**src/rtl/seven_segment_decoder.sv**
```systemverilog
// seven_segment_decoder
//   Receive-side decoder for a multiplexed 8-digit, active-low seven-segment
//   bus. It samples the cathode/anode buses once per stable digit period and
//   rebuilds the 32-bit hex value being shown.
//
// Ports
//   clk_in          system clock
//   rst_in          asynchronous, active-high reset
//   cat_in[6:0]     cathodes, active-low (bit0 = seg a ... bit6 = seg g)
//   an_in[7:0]      anodes, active-low (bit k selects digit k / nibble k)
//   val_out[31:0]   last complete reconstructed value
//   valid_out       one-cycle pulse when val_out updates
//   error_out       one-cycle pulse on a malformed sample
//   digit_mask_out  digits captured so far in the current frame
module seven_segment_decoder #(
  parameter int unsigned SETTLE_CYCLES = 16
) (
  input  logic        clk_in,
  input  logic        rst_in,
  input  logic [6:0]  cat_in,
  input  logic [7:0]  an_in,
  output logic [31:0] val_out,
  output logic        valid_out,
  output logic        error_out,
  output logic [7:0]  digit_mask_out
);

  localparam logic [15:0] SETTLE    = 16'(SETTLE_CYCLES);
  localparam logic [15:0] SETTLE_M1 = 16'(SETTLE_CYCLES - 1);

  // {valid, nibble} for an active-high segment pattern
  function automatic logic [4:0] glyph_decode(input logic [6:0] seg);
    logic [4:0] r;
    case (seg)
      7'h3F:   r = {1'b1, 4'h0};
      7'h06:   r = {1'b1, 4'h1};
      7'h5B:   r = {1'b1, 4'h2};
      7'h4F:   r = {1'b1, 4'h3};
      7'h66:   r = {1'b1, 4'h4};
      7'h6D:   r = {1'b1, 4'h5};
      7'h7D:   r = {1'b1, 4'h6};
      7'h07:   r = {1'b1, 4'h7};
      7'h7F:   r = {1'b1, 4'h8};
      7'h6F:   r = {1'b1, 4'h9};
      7'h77:   r = {1'b1, 4'hA};
      7'h7C:   r = {1'b1, 4'hB};
      7'h39:   r = {1'b1, 4'hC};
      7'h5E:   r = {1'b1, 4'hD};
      7'h79:   r = {1'b1, 4'hE};
      7'h71:   r = {1'b1, 4'hF};
      default: r = 5'b0_0000;
    endcase
    return r;
  endfunction

  // {an, cat} synchronizer, preset to all-ones (everything off)
  logic [14:0] sync1_q, sync2_q, prev_q;
  logic [15:0] cnt_q, cnt_d;
  logic [31:0] shadow_q, shadow_d;
  logic [7:0]  mask_q, mask_d;
  logic [31:0] val_q, val_d;
  logic        valid_q, valid_d;
  logic        error_q, error_d;

  logic        stable;
  logic        sample;
  logic [7:0]  act_an;
  logic [6:0]  act_seg;
  logic [4:0]  glyph;
  logic        one_hot;
  logic [2:0]  digit_idx;
  logic        capture;
  logic        bad;
  logic        frame_done;

  always_comb begin
    stable     = (sync2_q == prev_q);
    // counter sits at SETTLE_M1 for exactly one stable cycle, then saturates
    sample     = stable && (cnt_q == SETTLE_M1);
    act_an     = ~sync2_q[14:7];
    act_seg    = ~sync2_q[6:0];
    glyph      = glyph_decode(act_seg);
    one_hot    = (act_an != 8'h00) && ((act_an & (act_an - 8'd1)) == 8'h00);
    digit_idx  = 3'd0;
    for (int i = 0; i < 8; i++) begin
      if (act_an[i]) digit_idx = 3'(i);
    end
    capture    = sample && one_hot && glyph[4];
    // blanked display (no anode) is idle, not an error
    bad        = sample && (act_an != 8'h00) && !(one_hot && glyph[4]);
    frame_done = (mask_q == 8'hFF);
  end

  always_comb begin
    cnt_d = cnt_q;
    if (!stable) begin
      cnt_d = 16'd0;
    end else if (cnt_q != SETTLE) begin
      cnt_d = cnt_q + 16'd1;
    end

    shadow_d = shadow_q;
    mask_d   = frame_done ? 8'h00 : mask_q;
    if (capture) begin
      shadow_d[{digit_idx, 2'b00} +: 4] = glyph[3:0];
      mask_d[digit_idx]                 = 1'b1;
    end

    // shadow already holds the completing capture by the time mask reads full
    val_d   = frame_done ? shadow_q : val_q;
    valid_d = frame_done;
    error_d = bad;
  end

  always_ff @(posedge clk_in or posedge rst_in) begin
    if (rst_in) begin
      sync1_q  <= '1;
      sync2_q  <= '1;
      prev_q   <= '1;
      cnt_q    <= '0;
      shadow_q <= '0;
      mask_q   <= '0;
      val_q    <= '0;
      valid_q  <= 1'b0;
      error_q  <= 1'b0;
    end else begin
      sync1_q  <= {an_in, cat_in};
      sync2_q  <= sync1_q;
      prev_q   <= sync2_q;
      cnt_q    <= cnt_d;
      shadow_q <= shadow_d;
      mask_q   <= mask_d;
      val_q    <= val_d;
      valid_q  <= valid_d;
      error_q  <= error_d;
    end
  end

  assign val_out        = val_q;
  assign valid_out      = valid_q;
  assign error_out      = error_q;
  assign digit_mask_out = mask_q;

endmodule
```
**config.mk**
```make
export PLATFORM = sky130hd
export DESIGN_NAME = seven_segment_decoder
export DESIGN_NICKNAME = d
export VERILOG_FILES = /design/src/rtl/seven_segment_decoder.sv
export SDC_FILE = /design/constraint.sdc
export NUM_CORES = 1
export LEC_CHECK = 0
export ABC_AREA = 1
export BUFFER_PORTS_ARGS = -buffer_cell sky130_fd_sc_hd__clkbuf_2
export CAP_MARGIN = 0
export CORE_MARGIN = 5
export CORE_UTILIZATION = 55
export CTS_BUF_LIST = sky130_fd_sc_hd__clkbuf_8
export DETAILED_ROUTE_END_ITERATION = 12
export PLACE_DENSITY_LB_ADDON = 0.15
export SLEW_MARGIN = 40
export SYNTH_ARGS = -nofsm -noshare
export SYNTH_HDL_FRONTEND = slang
export SYNTH_SLANG_ARGS = --single-unit
```
**constraint.sdc**
```tcl
create_clock -name clk_in -period 4.38 [get_ports clk_in]
set_input_delay 0.876 -clock clk_in [delete_from_list [all_inputs] [get_ports clk_in]]
set_output_delay 0.876 -clock clk_in [all_outputs]
set_load 0.05 [all_outputs]
```
; ---- Yosys cells after proc, flatten, opt, wreduce, memory -nomap -nowiden
; Cells that the tools add are included.
[totals]
wordCells = 67
ff_bits = 135
in_bits = 17
[op_classes]
add_sub_neg = 3
shifts = 2
muxes = 15
n_reduce_logical = 11
bitwise = 4
n_eq_ne = 21
order_cmp = 2
[op_table]
columns = cell, n
row1 = 7-bit equality test (second input constant), 12
row2 = 5-bit one-hot mux with 16 select lines, 1
row3 = 32-bit bitwise mux, 1
row4 = 16-bit 2-to-1 mux, 2
row5 = 4-bit by 7-bit variable shift with 32-bit output (first input constant), 1
row6 = 4-bit by 7-bit variable part select with 32-bit output, 1
row7 = 3-bit 2-to-1 mux, 6
row8 = 16-bit by 1-bit adder with 16-bit output (second input constant), 1
row9 = 16-bit by 4-bit equality test with 1-bit output (second input constant), 1
row10 = 8-bit 2-to-1 mux, 2
row11 = 16-bit by 5-bit inequality test with 1-bit output (second input constant), 1
row12 = 15-bit equality test, 1
row13 = 7-bit by 3-bit equality test with 1-bit output (second input constant), 2
row14 = 7-bit by 6-bit equality test with 1-bit output (second input constant), 2
row15 = 8-bit AND, 1
row16 = 8-bit equality test (second input constant), 1
row17 = 1-bit logical AND, 8
row18 = 8-bit zero test, 1
row19 = 8-bit inverter, 1
row20 = 8-bit OR, 1
row21 = 8-bit nonzero test, 1
row22 = 8-bit by 1-bit subtractor with 8-bit output (second input constant), 1
row23 = 5-bit negator with 7-bit output, 1
row24 = 7-bit inverter, 1
row25 = other kinds (6), 7

; ---- Longest topological paths before layout
[logic_depth]
ltp_word = 14
depth_mapped = 15
mapped_depth_nobuf = 15

; ---- Worst setup path before layout
; OpenSTA, ideal clock, no wires.
[synth_path]
kind = reg2reg
startpoint = register sync2_q[11]
endpoint = register shadow_q[0]
period_less_slack_ns = 2.648
t_required_ns = 4.315
n_path_buf = 2
arrival_ns = 2.584
path_stages_with_launch = 11
slack_ns = 1.732
path_cell_list = dfstp_2 > inv_1 > a21oi_1 > a21oi_4 > ha_1 > ha_1 > clkbuf_8 > dlygate4sd3_1 > nor3_1 > nand2_1 > nand2_1
[synth_between]
elab_chain_cells = 8
[synth_lines]
columns = item, line_no
row1 = "start, declared", 57  ; logic [14:0] sync1_q, sync2_q, prev_q;
row2 = "start signal, assigned", 128  ; sync2_q <= sync1_q;
row3 = 8-bit inverter, 80  ; act_an = ~sync2_q[14:7];
row4 = 3-bit 2-to-1 mux (4 in series), 86  ; if (act_an[i]) digit_idx = 3'(i);
row5 = 5-bit negator with 7-bit output, 105  ; shadow_d[{digit_idx, 2'b00} +: 4] = glyph[3:0];
row6 = 4-bit by 7-bit variable part select with 32-bit output / 4-bit by 7-bit variable shift with 32-bit output (equally long branches), 105
row7 = 32-bit bitwise mux, 105
row8 = "end signal, assigned", 131  ; shadow_q <= shadow_d;
row9 = "end, declared", 59  ; logic [31:0] shadow_q, shadow_d;
; Several ways; a longest one is shown, not always the timed one.
; A chain may end at the register's enable or synchronous reset.

; ---- Final worst setup path
[layout_path]
startpoint = register sync2_q[11]
endpoint = register shadow_q[19]
; Same word-level chain as after synthesis.

==> impl_results.md <==
- WP buf/inv: 2
- Synthesized net count: 753
- Initial antenna violation count: 0
- Register area: 3430 sq um
- Critical Path Stages: 12
- Hold depth: 0
- Core Region: 11300 sq um
- DP Wirelength: 9.65 mm
- Max clock buf depth: 2
- All-layer global routing usage: 21.2%
- # IOs: 59
- TritonCTS clock tree: done
- Worst-path fanout max: 19
- Setup WS post-layout: 878 ps
- Post-Synthesis Cells: 731
- Root buffer selected by CTS: clkbuf_8
- VDD IR-drop max: 0.269 mV
- Worst path top cell family by delay: simple AND/OR/NAND/NOR gates
- First-pass GRT wire length: 22.5 mm
- Simple-gate share of the synthesized area: 31.3%
- FMAX: 0.286 GHz
- Mean number of vias per cell: 5.10
- Inserted Clock Buffers: 17
- Input/output buffers: 58
- Power per standard cell area: 351 nW/um^2
- Die area: 13600 sq um
- Async set-reset flop share out of synthesis: between 90% and 100%
- DRT iter0 DRCs: 216
- Cell area after layout: roughly 7000 sq um
- Clk Latency, worst-skew pair: approximately 440 ps
- Routed wire length: 13.2 mm
- Row Count: 39
- Largest family of logic cells by synthesized area: simple AND/OR/NAND/NOR gates
- Synth warn: 0
- Clock skew: 14.8 ps
- Critical path arrival: 3840 ps
- Final hold viol count: 0
- Synth Area in XOR/XNOR: 1.68%
- Worst rel slew slack: 54.8%
- Vias in the first global route: about 4700
- CTS Hold Buffers Added: 0
- Synth Register Bits: between 100 and 150
- Pre-CTS setup slack: about 980 ps
- Met3 Resource Use GR: 5.60%
- ANT cells: 0
- Max Cap Viol: 0
- Reg2Reg Depth: 12
- Clock transition at path regs: 70 ps
- Layout cells sized above 1: 21.4%
- Final RePlAce weighted congestion: 0.914
- Status: completed
- WL per Instance: between 10 and 15 microns
- Met1 usage: 29.6%
- RSZ-0062 raised after global routing: no
- Main synth FF type: dfrtp_1
- CP most frequent cell: nand2_1
- CTS resizes: 0
- Post-synthesis adder-cell area fraction: roughly 1%
- Cell variety after synth: 42
- Post-CTS setup buffers: 0
- Mapped Area: 6250 sq um
- # DRC: 0
- Busiest grt layer: met2
- Mean Syn Cell Area: 8.55 sq um
- Leak pwr: approximately 3.5 nW
- Startpoint types: flop
- WS Path Type: flop to flop
- Post-synth EDFFs: 0
- Clk sinks: 135
- Crit path time final: 3500 ps
- Multi-input gate area: ~2500 sq um
- Critical path's largest stage delay: 640 ps
- Setup-failing EPs final: 0
- Die Span Y: 117 microns
- Seq/Total Area, Yosys: 55.0%
- Largest net degree at the start of global routing: 88
- Fill count: 933
- Final worst-path cycle share: 80.0%
- Via count: 4860
- Routed Antenna Nets: 0
- Post-synthesis compound-gate area fraction: under 10%
- Type of the worst min-delay path: flop to flop
- Total chip power: 0.00249 W
- GRT met2 Usage: 32.5%
- Worst EP required: between 4000 and 5000 ps
- Slowest cell on crit path: ha_1
- Worst hold slack: 346 ps
- Placed instance area: between 6000 and 7000 sq um
- H-tree depth: 4
- CP cell instances: inv_1, a21oi_1, a21oi_4, ha_1, ha_1, clkinv_1, nor2_1, nand2_1, nor2_1, nand2_1, nand2_1, nand2_1
- Total global routing overflow: 0
- Initial Utilization: a little under three fifths
- Max-slew violation count: 0
- Crit end category: flop
- Final nets: 820
- Area Overhead vs Synth: 13.2%
- Width of the die: 117 microns
- Worst-Margin Slew: 678 ps
- Final TNS setup: 0 ps
- Multiplexer area fraction after synthesis: 0%
- 1st-pass router iterations: 5
-- final timing paths --
path	end	from	slack (ps)
max	shadow_q[19]	sync2_q[11]	880
min	sync2_q[0]	sync1_q[0]	350
max reg2reg	shadow_q[19]	sync2_q[11]	880
min reg2reg	sync2_q[0]	sync1_q[0]	350
max in group asynchronous	digit_mask_out[3]	rst_in	3250
min in group asynchronous	shadow_q[25]	rst_in	620
-- sequential cells by signal, indices dropped and copies added, names as in the netlist --
| signal | count |
|---|---|
| valid_out | 1 |
| error_out | 1 |
| digit_mask_out | 8 |
| shadow_q | 32 |
| val_out | 32 |
| sync2_q | 15 |
| sync1_q | 15 |
| prev_q | 15 |
| cnt_q | 16 |
-- final cells by class --
| type | count | area share [%] |
|---|---|---|
| tap | 143 | 2.53 |
| inverter | 65 | 3.57 |
| multi-input combinational | 518 | 35.1 |
| clock inverter | 13 | 2.21 |
| timing repair buffer | 61 | 4.51 |
| clock buffer | 18 | 3.50 |
| sequential | 135 | 48.6 |
-- synthesized netlist by cell type (2+ instances only) --
library cell	instances	share of area, %
o21ai_0	14	1.1
a211oi_1	2	0.24
clkbuf_1	4	0.24
nor2_4	3	0.54
clkbuf_8	2	0.44
nand3_4	6	1.7
inv_1	56	3.4
dfstp_2	45	19
nor3_1	16	1.3
ha_1	5	1.0
nor2_2	5	0.50
nor2_8	2	0.64
dfrtp_1	90	36
o22ai_1	4	0.40
xnor2_1	7	0.98
o21ai_1	22	1.8
nor2_1	76	4.6
buf_1	3	0.18
nand3_1	22	1.8
nand2_1	284	17
nand4_1	15	1.5
xor2_1	5	0.70
a21oi_4	2	0.52
inv_2	7	0.42
a21oi_1	13	1.0
nand2_2	5	0.50
-- where the power goes --
| part | total [W] | leakage, nW | switching [W] | internal [W] |
|---|---|---|---|---|
| Clock | 0.00104 | 0.194 | 0.000472 | 0.000570 |
| Combinational | 0.000139 | 1.62 | 0.000101 | 0.0000372 |
| Sequential | 0.00130 | 1.73 | 0.0000198 | 0.00128 |
| Total | 0.00249 | 3.54 | 0.000593 | 0.00189 |
-- worst register-to-register path, stage by stage, from the launching register on --
cell      delay [ps]
dfstp_2          570
inv_1             90
a21oi_1          290
a21oi_4          160
ha_1             240
ha_1             640
clkinv_1         520
nor2_1           250
nand2_1           90
nor2_1           240
nand2_1          160
nand2_1          100
nand2_1           50
-- cell families (layout without fill, tap and decap cells) --
logic type               count (synthesis)  after routing
AO/OA/AOI/OAI                           62             62
XOR/XNOR                                12             12
adder cells (fa/ha/maj)                  5              5
buffers and inverters                   78            157
flip-flops                             135            135
AND/OR/NAND/NOR                        439            439
-- routing by layer --
metal,wire (microns),part of all wire (%)
met1,6040,46
met3,868,6.6
met2,6080,46
met4,193,1.5
met5,0,0
-- cells in the final DEF (no fill, tap or decap), types with 3 or more instances in the layout --
master	n
nand3_4	6
clkinvlp_4	5
nand3_1	22
inv_1	55
xor2_1	5
ha_1	5
a21oi_1	13
xnor2_1	7
clkbuf_8	19
o22ai_1	4
o21ai_0	14
nor3_1	16
nand2_1	284
nor2_4	3
inv_2	7
nand4_1	15
clkinv_2	3
nand2_2	5
dfstp_2	45
o21ai_1	22
dfrtp_1	90
bufinv_16	3
clkbuf_2	58
nor2_2	5
nor2_1	76
-- stage by stage --
stage                     instances  utilization (%)
final                           953             62.7
after global routing            953             62.7
after global placement          922             59.1
after detailed placement        922             59.1
after CTS                       953             62.7
after floorplan                 731                -
Power figures use the tool's default switching activity.
